### src/rtl/uc_rr_sched.sv
// uc_rr_sched -- round-robin collector for per-engine unit-clause queues.
//
// Pops at most one implied literal per cycle from the engine UC output
// queues and forwards it on a single registered literal stream feeding the
// unit-clause arbiter's PQ-mode input. A conflict freezes all traffic until
// reset.
//
// Ports:
//   clk, rst      clock (rising edge), asynchronous active-high reset
//   start, stop   run control pulses (IDLE->RUN, RUN->DRAIN)
//   conflict      conflict flag from the UC arbiter
//   eng_empty     per-engine queue empty flags
//   eng_lit       show-ahead head literal, engine i at [i*LIT_W +: LIT_W]
//   eng_pop       one-hot (or zero) combinational pop strobe
//   out_valid, out_lit, out_ready   registered output literal stream
//   grant_idx     last granted engine
//   busy, halted  state is RUN/DRAIN, state is HALT
//   fwd_cnt       literals accepted downstream since last start (saturating)
//
// Build option:
//   UC_RR_SCHED_DEDUP_EN  suppress forwarding of a granted literal equal to
//                         the last literal loaded into the output register.
//
// state | meaning
// IDLE  | waiting for start, output stream empty
// RUN   | granting engines round-robin into the output register
// DRAIN | no new pops, waiting for the pending literal to be accepted
// HALT  | conflict seen, everything frozen until reset

module uc_rr_sched #(
  parameter int NUM_ENG = 4,
  parameter int LIT_W   = 8
) (
  input  logic                        clk,
  input  logic                        rst,
  input  logic                        start,
  input  logic                        stop,
  input  logic                        conflict,
  input  logic [NUM_ENG-1:0]          eng_empty,
  input  logic [NUM_ENG*LIT_W-1:0]    eng_lit,
  output logic [NUM_ENG-1:0]          eng_pop,
  output logic                        out_valid,
  output logic [LIT_W-1:0]            out_lit,
  input  logic                        out_ready,
  output logic [$clog2(NUM_ENG)-1:0]  grant_idx,
  output logic                        busy,
  output logic                        halted,
  output logic [15:0]                 fwd_cnt
);

  localparam int IDX_W = $clog2(NUM_ENG);

  typedef enum logic [1:0] {S_IDLE, S_RUN, S_DRAIN, S_HALT} state_t;

  state_t             state, state_nxt;
  logic [IDX_W-1:0]   rr_ptr;
  logic [NUM_ENG-1:0] req;
  logic               found;
  logic [IDX_W-1:0]   sel;
  logic [LIT_W-1:0]   sel_lit;
  logic [LIT_W-1:0]   lit_arr [NUM_ENG];
  logic               slot_free;
  logic               hs;
  logic               dup;
  logic               grant;
  logic               load;
  logic               valid_nxt;
  logic               cnt_clr;
  logic               cnt_inc;

  // (base + ofs) mod NUM_ENG, valid for base, ofs < NUM_ENG
  function automatic logic [IDX_W-1:0] wrap_add(input logic [IDX_W-1:0] base, input int ofs);
    int s;
    s = int'(base) + ofs;
    if (s >= NUM_ENG) s = s - NUM_ENG;
    return IDX_W'(s);
  endfunction

  for (genvar g = 0; g < NUM_ENG; g++) begin : g_lit
    assign lit_arr[g] = eng_lit[g*LIT_W +: LIT_W];
  end

  assign req       = ~eng_empty;
  assign slot_free = !out_valid || out_ready;
  assign hs        = out_valid && out_ready;
  assign sel_lit   = lit_arr[sel];
  assign busy      = (state == S_RUN) || (state == S_DRAIN);
  assign halted    = (state == S_HALT);

  // Scan from the highest offset down so the nearest requester to rr_ptr
  // is the one left standing.
  always_comb begin
    found = 1'b0;
    sel   = '0;
    for (int i = NUM_ENG - 1; i >= 0; i--) begin
      if (req[wrap_add(rr_ptr, i)]) begin
        found = 1'b1;
        sel   = wrap_add(rr_ptr, i);
      end
    end
  end

`ifdef UC_RR_SCHED_DEDUP_EN
  logic [LIT_W-1:0] last_lit;
  logic             last_vld;
  logic             last_clr;

  assign last_clr = (state == S_IDLE);
  assign dup      = last_vld && (sel_lit == last_lit);

  always_ff @(posedge clk or posedge rst) begin
    if (rst) begin
      last_lit <= '0;
      last_vld <= 1'b0;
    end else if (last_clr) begin
      last_vld <= 1'b0;
    end else if (load) begin
      last_lit <= sel_lit;
      last_vld <= 1'b1;
    end
  end
`else
  assign dup = 1'b0;
`endif

  always_ff @(posedge clk or posedge rst) begin
    if (rst) state <= S_IDLE;
    else     state <= state_nxt;
  end

  // Precedence inside RUN: conflict, then stop, then a normal grant.
  always_comb begin
    state_nxt = state;
    grant     = 1'b0;
    load      = 1'b0;
    valid_nxt = out_valid;
    cnt_clr   = 1'b0;
    cnt_inc   = 1'b0;
    case (state)
      S_IDLE: begin
        valid_nxt = 1'b0;
        if (start) begin
          state_nxt = S_RUN;
          cnt_clr   = 1'b1;
        end
      end
      S_RUN: begin
        if (conflict) begin
          state_nxt = S_HALT;
          valid_nxt = 1'b0;
        end else begin
          cnt_inc = hs;
          if (stop) begin
            state_nxt = S_DRAIN;
            if (hs) valid_nxt = 1'b0;
          end else if (slot_free) begin
            if (found) begin
              grant     = 1'b1;
              load      = !dup;
              valid_nxt = !dup;
            end else begin
              valid_nxt = 1'b0;
            end
          end
        end
      end
      S_DRAIN: begin
        if (conflict) begin
          state_nxt = S_HALT;
          valid_nxt = 1'b0;
        end else begin
          cnt_inc = hs;
          if (slot_free) begin
            state_nxt = S_IDLE;
            valid_nxt = 1'b0;
          end
        end
      end
      S_HALT: begin
        valid_nxt = 1'b0;
      end
      default: begin
        state_nxt = S_IDLE;
        valid_nxt = 1'b0;
      end
    endcase
  end

  always_comb begin
    eng_pop = '0;
    if (grant) eng_pop[sel] = 1'b1;
  end

  always_ff @(posedge clk or posedge rst) begin
    if (rst) begin
      out_valid <= 1'b0;
      out_lit   <= '0;
      grant_idx <= '0;
      rr_ptr    <= '0;
      fwd_cnt   <= '0;
    end else begin
      out_valid <= valid_nxt;
      if (load) out_lit <= sel_lit;
      if (cnt_clr) begin
        rr_ptr  <= '0;
        fwd_cnt <= '0;
      end else begin
        if (grant) begin
          grant_idx <= sel;
          rr_ptr    <= wrap_add(sel, 1);
        end
        if (cnt_inc && fwd_cnt != 16'hFFFF) fwd_cnt <= fwd_cnt + 16'd1;
      end
    end
  end

endmodule

### config.mk
export PLATFORM = sky130hd
export DESIGN_NAME = uc_rr_sched
export DESIGN_NICKNAME = d
export VERILOG_FILES = /design/src/rtl/uc_rr_sched.sv
export SDC_FILE = /design/constraint.sdc
export NUM_CORES = 1
export LEC_CHECK = 0
export ABC_CLOCK_PERIOD_IN_PS = 2600
export CAP_MARGIN = 20
export CORE_ASPECT_RATIO = 1.2
export CORE_MARGIN = 2
export CORE_UTILIZATION = 40
export DETAILED_ROUTE_END_ITERATION = 6
export DONT_BUFFER_PORTS = 1
export GPL_TIMING_DRIVEN = 0
export SYNTH_ARGS = -nofsm -noshare
export SYNTH_HDL_FRONTEND = slang
export SYNTH_SLANG_ARGS = --single-unit
### constraint.sdc
create_clock -name clk -period 2.6 [get_ports clk]
set_input_delay 0.65 -clock clk [delete_from_list [all_inputs] [get_ports clk]]
set_output_delay 0.65 -clock clk [all_outputs]
set_load 0.1 [all_outputs]
==> impl_metrics.env, run 1 <==
export IMPL_status="complete, no violations"
export IMPL_r2r_slack_ns=0.17
export IMPL_fp_dieH_um=82.9
export IMPL_wl_per_cell_um=16.2
export IMPL_cts_root_buf="clkbuf_8"
export IMPL_power_per_cell_area_nw_per_um2=1080
export IMPL_use_met3=0.0607
export IMPL_gp_congestion=0.751
export IMPL_cp_max_fo=7
export IMPL_slew_viol_final=0
export IMPL_peakVddDrop_v=0.000521
export IMPL_post_dp_cell_area_um2=2180
export IMPL_layout_common_cells="26 x dfrtp_1, 24 x nor2_1, 22 x nand2_1, 18 x mux2i_1, 12 x xnor2_1"
export IMPL_syn_inst=210
export IMPL_first_global_vias=1591
export IMPL_finalSetupTns_ns=0
export IMPL_use_met1=0.186
export IMPL_dieArea_um2=5780
export IMPL_p_leak_nw=1.02
export IMPL_cts_tree="done"
export IMPL_worst_slew_pin_slew_ns=1.12
export IMPL_crit_path_start_kind="flop"
export IMPL_maxCapViolCount=0
export IMPL_gr_max_usage_layer="met2"
export IMPL_crit_required_ns=1.95
export IMPL_swShare=0.566
export IMPL_yosysSeqAreaShare=0.374
export IMPL_rsz0062_at_grt="no"
export IMPL_drt_total_wl_mm=4.49
export IMPL_setup_violations=0
export IMPL_switchingPower_mw=1.41
export IMPL_die_width_um=69.8
export IMPL_diodes=0
export IMPL_grt_ovfl_total=0
export IMPL_nets=272
export IMPL_holdBufCountCts=0
export IMPL_cts_max_level=2
export IMPL_cts_made_buffers=5
export IMPL_fin_worst_skew_ns=0.00714
export IMPL_area_growth_pct=11.0
export IMPL_fillers=499
export IMPL_async_flop_share=1.00
export IMPL_syn_area_per_cell_um2=9.88
export IMPL_drc=0
export IMPL_synth_edf_count=0
export IMPL_yosysUniqueCellTypes=44
export IMPL_internal_power_mw=1.08
export IMPL_clk_pin_slew_ns=0.06
export IMPL_drive_gt1_frac=0.206
export IMPL_grt_pass1_wl_mm=7.59
export IMPL_synth_area_um2=2080
export IMPL_ys_flop_type="dfrtp_1"
export IMPL_p_seq_frac=0.525
export IMPL_slew_headroom=0.250
export IMPL_final_common_cell="dfrtp_1"
export IMPL_std_cell_rows=28
export IMPL_fin_area_um2=2300
export IMPL_vias=1552
export IMPL_cp_arrival_ns=1.83
export IMPL_synth_warning_count=0
export IMPL_comb_power_share=0.338
export IMPL_min_period_over_period=0.954
export IMPL_p_clk_frac=0.137
export IMPL_grt_antenna_before_repair=0
export IMPL_finalCriticalPeriod_ns=2.48
export IMPL_hold_viol=0
export IMPL_postRouteAntennaNets=0
export IMPL_grtUsageTotal=0.160
export IMPL_core_um2=4970
export IMPL_firstDrtPassIters=3
export IMPL_port_buffers=0
export IMPL_max_freq_mhz=403
export IMPL_critPathKind="flop to output port"
export IMPL_drtIter0Drc=31
export IMPL_place_hpwl_mm=3.48
export IMPL_hold_class="input port to async pin"
export IMPL_via_per_inst=5.58
export IMPL_cts_path_max_buffers=2
export IMPL_syn_num_nets=263
export IMPL_critPathCaptureType="output port"
export IMPL_grt_met2_usage=0.272
export IMPL_clk_latency_ns=0.28
export IMPL_fin_util=0.463
export IMPL_floorplan_initialDensity=0.417
export IMPL_ios=75
export IMPL_p_total_mw=2.49
export IMPL_grt_max_degree=23
export IMPL_ys_ff_latch=31
export IMPL_cts_sinks=31
[layout make-up]
type / instances / area (um^2) / area share
tap: 60 / 75.1 / 0.0326
multi-input combinational: 160 / 1230 / 0.536
inverter: 11 / 53.8 / 0.0234
buffer: 7 / 42.5 / 0.0185
clock buffer: 6 / 72.6 / 0.0315
sequential: 31 / 782 / 0.339
timing repair buffer: 3 / 42.5 / 0.0185
[worst max-delay path, stage by stage, from the launching register on]
cell and delay, ns:
dfrtp_2 0.43, o21bai_1 0.09, a32oi_1 0.22, and2_1 0.16, buf_4 0.16, clkinv_8 0.05
ha_1 0.18, and2_4 0.26
[cell families (layout without fill, tap and decap cells)]
group | after synthesis | after routing | synth area share
buf+inv | 19 | 27 | 0.0482
mux | 21 | 21 | 0.103
fa+ha+maj | 11 | 11 | 0.0663
simple gates | 82 | 82 | 0.227
flops | 31 | 31 | 0.374
xor+xnor | 12 | 12 | 0.0506
compound gates | 34 | 34 | 0.131
[final timing paths]
check,start,to,cells past startpoint
worst min-delay path,rst,fwd_cnt[15],1
max in group asynchronous,rst,rr_ptr[1],2
worst min register to register,rr_ptr[0],rr_ptr[0],2
worst max register to register,fwd_cnt[12],fwd_cnt[7],5
min in group clk,conflict,out_valid,2
worst max-delay path,rr_ptr[1],eng_pop[2],7
[metrics by stage]
step / setup slack [ns] / cells / hold WS (ns)
CTS: 0.00802 / 276 / 0.282
global route: 0.00293 / 278 / 0.302
global placement: -0.280 / 270 / 0.576
floorplan: -0.0337 / 210 / 0.531
detailed placement: -0.304 / 271 / 0.580
finish: 0.119 / 278 / 0.272
[sequential cells by signal, summed over array words and instances, names as in the netlist]
| register | cells |
|---|---|
| out_valid | 1 |
| grant_idx | 2 |
| fwd_cnt | 16 |
| state | 2 |
| out_lit | 8 |
| rr_ptr | 2 |
[cell usage after synthesis, types with 2 or more instances]
cell type,n,area [um^2]
a21oi_1,6,30.0
nand4_4,2,42.5
mux2_2,2,22.5
clkbuf_1,3,11.3
o21ai_0,3,15.0
o221ai_1,7,61.3
nand4_1,2,12.5
inv_1,9,33.8
a211oi_1,4,30.0
buf_6,2,22.5
and2_1,6,37.5
a211oi_2,3,37.5
nand2_1,22,82.6
buf_4,2,15.0
nor2_1,24,90.1
nor4_2,4,50.1
and4_1,3,26.3
and3_1,2,12.5
nand3_1,7,35.0
dfrtp_1,31,776
mux2i_1,18,180
nor2b_1,3,18.8
xnor2_1,12,105
nor3_1,3,15.0
ha_1,11,138
[power by group through the flow]
| stage | registers (mW) | logic (mW) | clock network (mW) |
|---|---|---|---|
| 2_1_floorplan | 1.28 | 0.693 | 0 |
| 3_3_place_gp | 1.31 | 0.791 | 0 |
| 3_5_place_dp | 1.31 | 0.803 | 0 |
| 4_1_cts | 1.30 | 0.831 | 0.354 |
| 5_1_grt | 1.32 | 0.929 | 0.377 |
| 6_report | 1.31 | 0.841 | 0.340 |
[metal layers]
layer	share of wire	wire length [um]
met5	0	0
met4	0.013	60
met3	0.093	416
met2	0.48	2140
met1	0.42	1880
[repair_timing]
action	4_1_cts	5_1_grt
gates resized for setup	9	8
setup buffers	0	2
endpoints found under the hold margin	0	0
endpoints found under the setup margin	16	11
pin swaps	0	3
(Power assumes the default switching activity.)
==> run 2: changes to the inputs <==
--- a/config.mk
+++ b/config.mk
@@ -13,6 +13,7 @@
 export DETAILED_ROUTE_END_ITERATION = 6
 export DONT_BUFFER_PORTS = 1
 export GPL_TIMING_DRIVEN = 0
+export SETUP_SLACK_MARGIN = 0.4
 export SYNTH_ARGS = -nofsm -noshare
 export SYNTH_HDL_FRONTEND = slang
 export SYNTH_SLANG_ARGS = --single-unit
==> impl_metrics.env, run 2 (synthesis results as in run 1) <==
export IMPL_grt_pass1_wl_mm=8.02
export IMPL_rsz0062_at_grt="yes"
export IMPL_finalSetupTns_ns=0
export IMPL_cts_root_buf="clkbuf_8"
export IMPL_post_dp_cell_area_um2=2260
export IMPL_largest_reg_flops=16
export IMPL_fillers=466
export IMPL_critPathKind="flop to output port"
export IMPL_area_growth_pct=26.1
export IMPL_cts_max_level=2
export IMPL_top_register="fwd_cnt"
export IMPL_setup_slack_ns=0.134
export IMPL_cp_max_fo=6
export IMPL_drtIter0Drc=37
export IMPL_hold_class="input port to async pin"
export IMPL_postRouteAntennaNets=0
export IMPL_drc=0
export IMPL_wl_per_cell_um=16.5
export IMPL_first_global_vias=1699
export IMPL_hold_viol=0
export IMPL_cts_path_max_buffers=2
export IMPL_nets=288
export IMPL_cp_arrival_ns=1.82
export IMPL_slew_headroom=0.396
export IMPL_std_cell_rows=28
export IMPL_cts_made_buffers=5
export IMPL_worst_slew_pin_slew_ns=0.906
export IMPL_reg_top3="fwd_cnt (16), out_lit (8)"
export IMPL_clk_latency_ns=0.28
export IMPL_clk_pin_slew_ns=0.06
export IMPL_dp_slack_ns=0.0947
export IMPL_grtUsageTotal=0.171
export IMPL_p_leak_nw=1.10
export IMPL_grt_antenna_before_repair=0
export IMPL_place_hpwl_mm=3.43
export IMPL_status="complete, no violations"
export IMPL_peakVddDrop_v=0.000619
export IMPL_gp_congestion=0.790
export IMPL_die_width_um=69.8
export IMPL_grt_max_degree=22
export IMPL_p_total_mw=2.68
export IMPL_firstDrtPassIters=4
export IMPL_cts_sinks=31
export IMPL_slew_viol_final=0
export IMPL_grt_ovfl_total=0
export IMPL_dieArea_um2=5780
export IMPL_port_buffers=0
export IMPL_fin_worst_skew_ns=0.00632
export IMPL_multi_input_area_um2=1350
export IMPL_drive_gt1_frac=0.369
export IMPL_min_period_over_period=0.949
export IMPL_maxCapViolCount=0
export IMPL_register_area_um2=807
export IMPL_fp_dieH_um=82.9
export IMPL_max_freq_mhz=405
export IMPL_fin_area_um2=2620
export IMPL_cts_tree="done"
export IMPL_core_um2=4970
export IMPL_vias=1655
export IMPL_finalCriticalPeriod_ns=2.47
export IMPL_crit_required_ns=1.95
export IMPL_via_per_inst=5.59
export IMPL_ios=75
export IMPL_floorplan_initialDensity=0.417
export IMPL_holdBufCountCts=0
export IMPL_diodes=0
export IMPL_crit_path_start_kind="flop"
export IMPL_setup_violations=0
export IMPL_layout_common_cells="22 x nand2_1, 22 x nor2_1, 18 x mux2i_1, 16 x dfrtp_2, 14 x buf_4"
export IMPL_critPathCaptureType="output port"
export IMPL_power_per_cell_area_nw_per_um2=1020
export IMPL_drt_total_wl_mm=4.88
run 2: stage by stage:
step	hold WS (ns)	utilization	std cells
3_5_place_dp	0.604	0.454	271
4_1_cts	0.320	0.494	287
5_1_grt	0.333	0.526	296
6_report	0.306	0.526	296
2_1_floorplan	0.531	-	210
3_3_place_gp	0.576	0.448	270
run 2: area by class of cell:
type,instances,share of cell area
inverters,11,0.0186
clock inverters,1,0.00191
multi-input cells,160,0.516
clock buffers,7,0.0330
flip-flops and latches,31,0.308
repair buffers,18,0.0684
well taps,60,0.0287
plain buffers,8,0.0253
run 2: worst max-delay path, stage by stage, from the launching register on:
cell      delay [ns]
dfrtp_2         0.44
o21bai_1        0.13
a32oi_1         0.08
and2_1          0.16
buf_6           0.13
inv_8           0.05
buf_12          0.10
ha_4            0.11
and2_4          0.32
run 2: worst paths after layout:
| check | start | to | slack [ns] | cells past startpoint |
|---|---|---|---|---|
| worst min-delay path | rst | state[1] | 0.31 | 1 |
| worst max register to register | state[1] | fwd_cnt[15] | 0.38 | 8 |
| worst min register to register | state[0] | state[0] | 0.58 | 1 |
| max in group asynchronous | rst | fwd_cnt[7] | 1.79 | 2 |
| worst max-delay path | rr_ptr[1] | eng_pop[0] | 0.13 | 8 |
| min in group clk | conflict | out_valid | 0.55 | 3 |
run 2: metal layers:
metal | track usage | share of wire | wire length (um)
met1 | 0.186 | 0.37 | 1830
met5 | 0 | 0 | 0
met3 | 0.0510 | 0.084 | 410
met2 | 0.311 | 0.53 | 2560
met4 | 0.0577 | 0.016 | 78
run 2: timing repair:
item                       4_1_cts  5_1_grt
setup endpoints to repair       20       20
setup buffers                    8        9
cloned                           0        0
gates resized for setup         16       18
pin swaps                        6       12
run 2: where the power goes:
group / leakage, nW / internal, mW / switching [mW]
registers: 0.380 / 0.591 / 0.717
clock network: 0.0482 / 0.213 / 0.177
logic: 0.677 / 0.420 / 0.564
